<file path="config.mk">
export PLATFORM = sky130hd
export DESIGN_NAME = bcast_mac_4lane
export DESIGN_NICKNAME = d
export VERILOG_FILES = /design/src/rtl/bcast_mac_4lane_pkg.sv /design/src/rtl/bcast_mac_lane.sv /design/src/rtl/bcast_mac_4lane.sv
export SDC_FILE = /design/constraint.sdc
export NUM_CORES = 2
export LEC_CHECK = 0
export ABC_AREA = 1
export BUFFER_PORTS_ARGS = -buffer_cell sky130_fd_sc_hd__buf_2
export CORE_AREA = 2 2 323 357
export CTS_BUF_LIST = sky130_fd_sc_hd__clkbuf_4 sky130_fd_sc_hd__clkbuf_8 sky130_fd_sc_hd__clkbuf_16
export DETAILED_ROUTE_END_ITERATION = 10
export DIE_AREA = 0 0 325 359
export GPL_ROUTABILITY_DRIVEN = 0
export PLACE_DENSITY_LB_ADDON = 0.12
export RECOVER_POWER = 50
export SYNTH_ARGS = -nofsm -noshare
export SYNTH_HDL_FRONTEND = slang
export SYNTH_SLANG_ARGS = --single-unit
</file>
<file path="constraint.sdc">
create_clock -name clk -period 12.5 [get_ports clk]
set_clock_uncertainty 0.2 [all_clocks]
set_input_delay 2.5 -clock clk [delete_from_list [all_inputs] [get_ports clk]]
set_output_delay 2.5 -clock clk [all_outputs]
set_load 0.1 [all_outputs]
</file>
<file path="src/rtl/bcast_mac_4lane_pkg.sv">
// Shared definitions for the four-lane broadcast MAC column.
// Latency: n/a (types, constants and a lane-slice helper only).
// Backpressure: n/a.
package bcast_mac_4lane_pkg;

   // FSM state encoding for the column controller.
   typedef enum logic [1:0] {
      ST_IDLE  = 2'd0,
      ST_ACCUM = 2'd1,
      ST_OUT   = 2'd2
   } state_t;

   localparam int LANE_W = 16;          // one signed operand lane
   localparam int BUS_W  = 64;          // broadcast bus: four lanes
   localparam int PROD_W = 2 * LANE_W;  // full-precision signed product

   // Extracts lane k from a 64-bit broadcast or weight word.
   function automatic logic [LANE_W-1:0] lane_slice(input logic [BUS_W-1:0] bus,
                                                    input int k);
      return bus[k*LANE_W +: LANE_W];
   endfunction

endpackage

</file>
<file path="src/rtl/bcast_mac_lane.sv">
// One PE: signed 16x16 multiply feeding a wrapping ACC_W-bit accumulator.
// Latency: acc updates at the edge after en; acc_nxt is the combinational next value.
// Backpressure: none; en gates the update, clr has priority and zeroes the sum.
// Ports: clk, rst (sync, active-low), clr, en, data/weight (signed lanes),
//        acc_nxt (value acc will take at the coming edge).
module bcast_mac_lane
   import bcast_mac_4lane_pkg::*;
#(
   parameter int ACC_W = 40
) (
   input  logic              clk,
   input  logic              rst,
   input  logic              clr,
   input  logic              en,
   input  logic [LANE_W-1:0] data,
   input  logic [LANE_W-1:0] weight,
   output logic [ACC_W-1:0]  acc_nxt
);

   logic [ACC_W-1:0]         acc;
   logic signed [PROD_W-1:0] prod;
   logic signed [ACC_W-1:0]  prod_ext;

   assign prod     = $signed(data) * $signed(weight);
   // Size cast of a signed value sign-extends to the accumulator width.
   assign prod_ext = ACC_W'(prod);

   always_comb begin
      acc_nxt = acc;
      if (clr) begin
         acc_nxt = '0;
      end else if (en) begin
         // Plain modular add: overflow wraps, no saturation.
         acc_nxt = acc + prod_ext;
      end
   end

   always_ff @(posedge clk) begin
      if (!rst) begin
         acc <= '0;
      end else begin
         acc <= acc_nxt;
      end
   end

endmodule

</file>
<file path="src/rtl/bcast_mac_4lane.sv">
// Four-PE column behind one broadcast fanout leaf: per-lane multiply by a
// stationary weight, accumulate over acc_len valid beats, present the sums once.
// Latency: last valid beat in cycle T -> result_v high in cycle T+1.
// Backpressure: none; beats arriving outside ACCUM are discarded and flagged on beat_drop.
// Ports: clk, rst (sync, active-low), start/acc_len (run control),
//        weight_load/weight_data (stationary weights, IDLE only),
//        brdcast_data_v/brdcast_data (beat input), busy, result_v, result_data, beat_drop.
module bcast_mac_4lane
   import bcast_mac_4lane_pkg::*;
#(
   parameter int LANES = 4,
   parameter int ACC_W = 40,
   parameter int LEN_W = 8
) (
   input  logic                   clk,
   input  logic                   rst,
   input  logic                   start,
   input  logic [LEN_W-1:0]       acc_len,
   input  logic                   weight_load,
   input  logic [BUS_W-1:0]       weight_data,
   input  logic                   brdcast_data_v,
   input  logic [BUS_W-1:0]       brdcast_data,
   output logic                   busy,
   output logic                   result_v,
   output logic [LANES*ACC_W-1:0] result_data,
   output logic                   beat_drop
);

   state_t                 state;
   logic [BUS_W-1:0]       weight_q;
   logic [LEN_W-1:0]       len_q;
   logic [LEN_W-1:0]       beat_cnt;
   logic [LANES*ACC_W-1:0] acc_nxt_all;
   logic                   start_ok;
   logic                   beat_en;
   logic                   last_beat;

   // A zero-length start is not a run; it is simply ignored.
   assign start_ok  = (state == ST_IDLE) && start && (acc_len != '0);
   assign beat_en   = (state == ST_ACCUM) && brdcast_data_v;
   assign last_beat = beat_en && (beat_cnt == len_q - LEN_W'(1));

   for (genvar k = 0; k < LANES; k++) begin : g_lane
      bcast_mac_lane #(
         .ACC_W (ACC_W)
      ) u_lane (
         .clk     (clk),
         .rst     (rst),
         .clr     (start_ok),
         .en      (beat_en),
         .data    (lane_slice(brdcast_data, k)),
         .weight  (lane_slice(weight_q, k)),
         .acc_nxt (acc_nxt_all[k*ACC_W +: ACC_W])
      );
   end

   always_ff @(posedge clk) begin
      if (!rst) begin
         state       <= ST_IDLE;
         weight_q    <= '0;
         len_q       <= '0;
         beat_cnt    <= '0;
         result_data <= '0;
         result_v    <= 1'b0;
         busy        <= 1'b0;
         beat_drop   <= 1'b0;
      end else begin
         result_v  <= 1'b0;
         beat_drop <= 1'b0;
         unique case (state)
            ST_IDLE: begin
               // Any beat here is discarded, including one alongside an accepted start.
               beat_drop <= brdcast_data_v;
               // Weight write and start may coincide; the run then sees the new weights
               // because the first beat cannot arrive before the next cycle.
               if (weight_load) begin
                  weight_q <= weight_data;
               end
               if (start_ok) begin
                  state       <= ST_ACCUM;
                  busy        <= 1'b1;
                  len_q       <= acc_len;
                  beat_cnt    <= '0;
                  result_data <= '0;
               end
            end
            ST_ACCUM: begin
               if (beat_en) begin
                  beat_cnt <= beat_cnt + LEN_W'(1);
                  if (last_beat) begin
                     // Capture the sums including this final beat so they are
                     // presented registered during OUT.
                     state       <= ST_OUT;
                     result_v    <= 1'b1;
                     result_data <= acc_nxt_all;
                  end
               end
            end
            ST_OUT: begin
               beat_drop <= brdcast_data_v;
               state     <= ST_IDLE;
               busy      <= 1'b0;
            end
            default: begin
               state <= ST_IDLE;
               busy  <= 1'b0;
            end
         endcase
      end
   end

endmodule

</file>
Yosys cells after proc, flatten, opt, wreduce, memory -nomap -nowiden. Index checks and enable logic that the tools add are counted.

Mux-type cells: 22. Bitwise gates (word level): 1. $mul: 4. Reduce and logical (&&, ||, !) cells: 16. Add/subtract/negate cells: 6. Equality and inequality tests: 6.

Operator list (count): $mux W160 (3); $mux W40 (8); $pmux W160 S2 (1); $add A40 B40 Y40 (4); $mul A16 B16 Y32 (4); $mux W8 (2); $pmux W8 S2 (1); $reduce_and A3 Y1 (3); $add A8 B1 Y8 const B (1); $eq A8 B8 Y1 (1); $reduce_and A2 Y1 (4); $reduce_bool A8 Y1 (1); $sub A8 B1 Y8 const B (1); $mux W2 (3); $logic_and A1 B1 Y1 (4); $ne A2 B2 Y1 const B (2); $pmux W2 S2 (1); $reduce_and A4 Y1 (1); $eq A2 B1 Y1 const B (1); $eq A2 B2 Y1 const B (1); $logic_not A2 Y1 (1); $mux W1 (2); $ne A2 B1 Y1 const B (1); $pmux W1 S2 (1); other kinds (3) (3).

Input port bits: 141. Bits in registers: 405.

Depth between registers and ports, before layout.
Depth after elaboration: 7. Depth in mapped cells: 43. Gate-level depth less buffers: 41.

By module. Synthesis repeated with hierarchy kept, for this count alone.

Cells, all modules: 10144. Area total of the unflattened synthesis: 70098.5 sq um.

Modules (own cells, without submodules): bcast_mac_lane (g_lane[0].u_lane) (cells an instance 2189, area each 15088.2 sq um, instances 1, sequential area each 800.8 sq um); bcast_mac_lane (g_lane[2].u_lane) (cells an instance 2175, area each 15038.2 sq um, instances 1, sequential area each 800.8 sq um); bcast_mac_lane (g_lane[3].u_lane) (cells an instance 2151, area each 15031.9 sq um, instances 1, sequential area each 800.8 sq um); bcast_mac_lane (g_lane[1].u_lane) (cells an instance 2143, area each 14926.8 sq um, instances 1, sequential area each 800.8 sq um); bcast_mac_4lane (cells an instance 1486, area each 10013.4 sq um, instances 1, sequential area each 4904.7 sq um).

Worst setup path after synthesis. OpenSTA, ideal clock, no wires.

Path kind: input to register. Start: in brdcast_data[23]. End: reg result_data[77]. Path slack: 3056 ps. Stages: 36. Data required time: 12230 ps. Path buffers: 2. Arrival: 9174 ps. Setup time: 70 ps. Path through: clkbuf_1 clkbuf_1 nand2_1 fa_1 inv_1 fa_1 inv_1 fa_1 inv_1 fa_1 fa_1 inv_1 fa_1 inv_1 ha_1 nand2_1 inv_1 nand2_1 nor3_1 a21oi_1 o21ai_0 nand4_1 nand2_1 xor2_1 inv_1 ha_1 nand2_1 nor2_1 inv_1 nor4_1 nand3_1 nand3_1 nand2_1 nand3_1 nand3_1 a21oi_1.

Longest elaborated chain between the ends: 7.

Ends and longest elaborated chain: from (decl) (line bcast_mac_4lane.sv:22) `input logic [BUS_W-1:0] brdcast_data,`; $mul A16 B16 Y32 (line bcast_mac_lane.sv:24) `assign prod = $signed(data) * $signed(weight);`; $add A40 B40 Y40 (line bcast_mac_lane.sv:34) `acc_nxt = acc + prod_ext;`; $mux W40 (line bcast_mac_lane.sv:32) `end else if (en) begin`; $mux W40 (line bcast_mac_lane.sv:30) `if (clr) begin`; $mux W160 (line bcast_mac_4lane.sv:90) `if (last_beat) begin`; $mux W160 (line bcast_mac_4lane.sv:88) `if (beat_en) begin`; $pmux W160 S2 (line bcast_mac_4lane.sv:70) `unique case (state)`; to (signal assigned) (line bcast_mac_4lane.sv:95) `result_data <= acc_nxt_all;`; to (decl) (line bcast_mac_4lane.sv:25) `output logic [LANES*ACC_W-1:0] result_data,`.

Every way passes these cells. The select of a mux whose other input is x is not followed. A chain may end at the register's enable or synchronous reset.

==> run_results.csv <==
group,metric,value,unit
timing,fin_tns_setup,0,ns
grt,grtUsageMet3,0.0392,
grt,grt_pass1_wl,311000,µm
floorplanning,num_rows,130,
timing,fin_ws,1.79,ns
timing,setup_viol,0,
drt,routedWlPerCell,16.9,µm
timing,period_share,0.857,
logic_synthesis,synth_cell_types,45,
cts,cts_buffers,52,
floorplanning,num_io_pins,304,
critical_path,r2r_start,"weight_q[23]$_SDFFE_PN0P_",
cts,holdBufCountCts,0,
drt,drtIter0Drc,4656,
floorplanning,die_w,325,µm
logic_synthesis,synth_flop_cell,"dfxtp_1",
cts,path_clk_slew,0.06,ns
drt,ant_nets,0,
grt,met2_usage,0.548,
timing,hold_viol,0,
cts,ctsResizeCount,0,
layout,n_antenna_cell,0,
cts,cts_tree,"done",
grt,met1_usage,0.441,
run,cap_violations,9,
drt,first_pass_iters,6,
critical_path,critPathLaunchType,"primary input",
layout,layout_commonest_cell,"nand2_1",
cts,clock_latency,0.66,ns
critical_path,cp-endpoint,"result_data[44]$_SDFFE_PN0P_",
logic_synthesis,syn_avg_cell_area,7.08,µm²
grt,grt_remaining_overflow,0,
logic_synthesis,synth_edf_count,0,
status,violations,"capacitance limit, slew limit",
grt,grt_max_degree,99,
logic_synthesis,synthCells,9530,
place,hpwlAfterDp,152000,µm
timing,fmax,93.3,MHz
drt,postRouteWirelength,187000,µm
critical_path,reg2reg_depth,35,
critical_path,crit_fanout,98,
critical_path,regToRegSetupSlack,3.73,ns
timing,relSlewSlack,-1.46,
critical_path,worstPathArrival,11.11,ns
logic_synthesis,synth-seq-area-share,0.120,
timing,fin_crit,10.71,ns
place,portBuffers,303,
timing,grt_setup_unrepaired,"no",
place,preCtsSetupSlack,2.01,ns
cts,cts_setup_buffers,0,
logic_synthesis,synthesis.nets,11200,
layout,layout.nets,11200,
logic_synthesis,synthArstFlopShare,0,
critical_path,crit_path_end_kind,"flip-flop",
critical_path,cp-startpoint,"rst",
cts,root_buffer,"clkbuf_16",
grt,antenna_found_initial,2,
timing,worst_pin_slew,3.69,ns
grt,busiest_layer,"met2",
grt,grt_usage,0.327,
critical_path,crit_type,"in2reg",
cts,clockBufferDepth,3,
drt,vias,59800,
layout,mostFrequentLayoutCells,"nand2_1, inv_1, fa_1, nor2_1, ha_1",
critical_path,cp.required,12.89,ns
layout,drive_above_1_share,0.0405,
status,status,"finished, violations left",
hold_path,hold_path.class,"reg2reg",
cts,cts_num_sinks,405,
drt,drc,0,
layout,area_delta_synth_final,5.60,%
logic_synthesis,yosysWarnings,0,
grt,grt_pass1_vias,60600,
timing,drv_slew,299,
logic_synthesis,synth_area,0.0675,mm²
floorplanning,initial_utilization,0.595,
logic_synthesis,synth_seq_cells,405,
floorplanning,fp.dieH,359,µm
floorplanning,die_area,0.117,mm²
hold_path,hold_depth,2,
drt,via_per_inst,5.39,
layout,postLayoutCellArea,0.0712,mm²
cts,cts_max_level,2,
critical_path,r2r_end,"result_data[70]$_SDFFE_PN0P_",
place,postPlaceCellArea,0.0696,mm²
floorplanning,core_area,0.113,mm²
==> logic make-up after synthesis <==
family / after synthesis / synth area share
and+or+nand+nor: 3866 / 0.235
buffers and inverters: 2641 / 0.148
adders and majority gates: 1546 / 0.404
AOI/OAI and AO/OA: 928 / 0.0748
DFF: 405 / 0.120
xor gates and xnor gates: 140 / 0.0182
muxes: 4 / 0.000593
==> flip-flops by register name, summed over array words and instances, names as in the netlist <==
signal	count
busy	1
beat_drop	1
g_lane.u_lane.acc	160
len_q	8
state	2
result_v	1
weight_q	64
result_data	160
beat_cnt	8
==> critical path, cell delays in order <==
cell and delay, ns:
clkbuf_1 2.53, inv_8 0.93, nor2_1 2.49, inv_1 1.49
a211oi_1 0.70, nand2_1 0.19, nand2_1 0.11
==> through the flow <==
stage | hold WS, ns | instances | util
final | 0.260 | 11100 | 0.628
after global routing | 0.284 | 11100 | 0.628
after CTS | 0.260 | 11100 | 0.630
after detailed placement | 0.250 | 11000 | 0.614
after global placement | 0.247 | 11000 | 0.614
after floorplan | 0.225 | 9530 | -
==> layer usage <==
metal	up-vias	share of wire
li1	28500	-
met1	28700	0.42
met2	2209	0.47
met3	416	0.073
met4	0	0.039
met5	-	0
==> cell usage after synthesis (4+ instances only) <==
master	instances	share of area
or2_2	111	0.010
nor3_1	53	0.0039
o211ai_1	9	0.0010
o21bai_1	45	0.0050
fa_1	1052	0.31
buf_1	12	0.00067
nand2_1	2361	0.13
o21a_1	15	0.0017
a21boi_0	11	0.0012
nand3b_1	5	0.00056
nor4_1	13	0.0012
buf_4	8	0.00089
nor2_1	725	0.040
buf_2	22	0.0016
xnor2_1	65	0.0084
xor2_1	75	0.0097
inv_1	2257	0.13
a31o_2	9	0.0012
inv_2	4	0.00022
o31ai_1	6	0.00067
clkbuf_1	336	0.019
a211oi_1	4	0.00045
a31oi_1	14	0.0013
a21oi_1	468	0.035
mux2i_1	4	0.00059
o21ai_0	306	0.023
dfxtp_1	405	0.12
ha_1	494	0.092
a21o_1	32	0.0036
and2_1	9	0.00083
nand4_1	119	0.011
nand3_1	464	0.034
==> cell type report <==
type,instances,area (µm²)
Fill cell,10600,42100
Sequential cell,405,8110
Multi-Input combinational cell,6484,49400
Tap cell,1518,1900
Inverter,2262,8500
Clock inverter,35,429
Timing Repair Buffer,330,1500
Clock buffer,61,1410
==> worst min path at each step <==
stage | startpoint | to | slack, ns
floorplan | state[0]$_SDFFE_PN0P_ | beat_drop$_SDFF_PN0_ | 0.23
global placement | result_data[144]$_SDFFE_PN0P_ | result_data[144]$_SDFFE_PN0P_ | 0.25
finish | result_data[109]$_SDFFE_PN0P_ | result_data[109]$_SDFFE_PN0P_ | 0.26
CTS | result_data[90]$_SDFFE_PN0P_ | result_data[90]$_SDFFE_PN0P_ | 0.26
detailed placement | result_data[107]$_SDFFE_PN0P_ | result_data[107]$_SDFFE_PN0P_ | 0.25
global route | result_data[109]$_SDFFE_PN0P_ | result_data[109]$_SDFFE_PN0P_ | 0.28
Power is left out: the tool's default activity adds up to more than one toggle a clock period on the data nets, which glitch-free logic cannot reach.
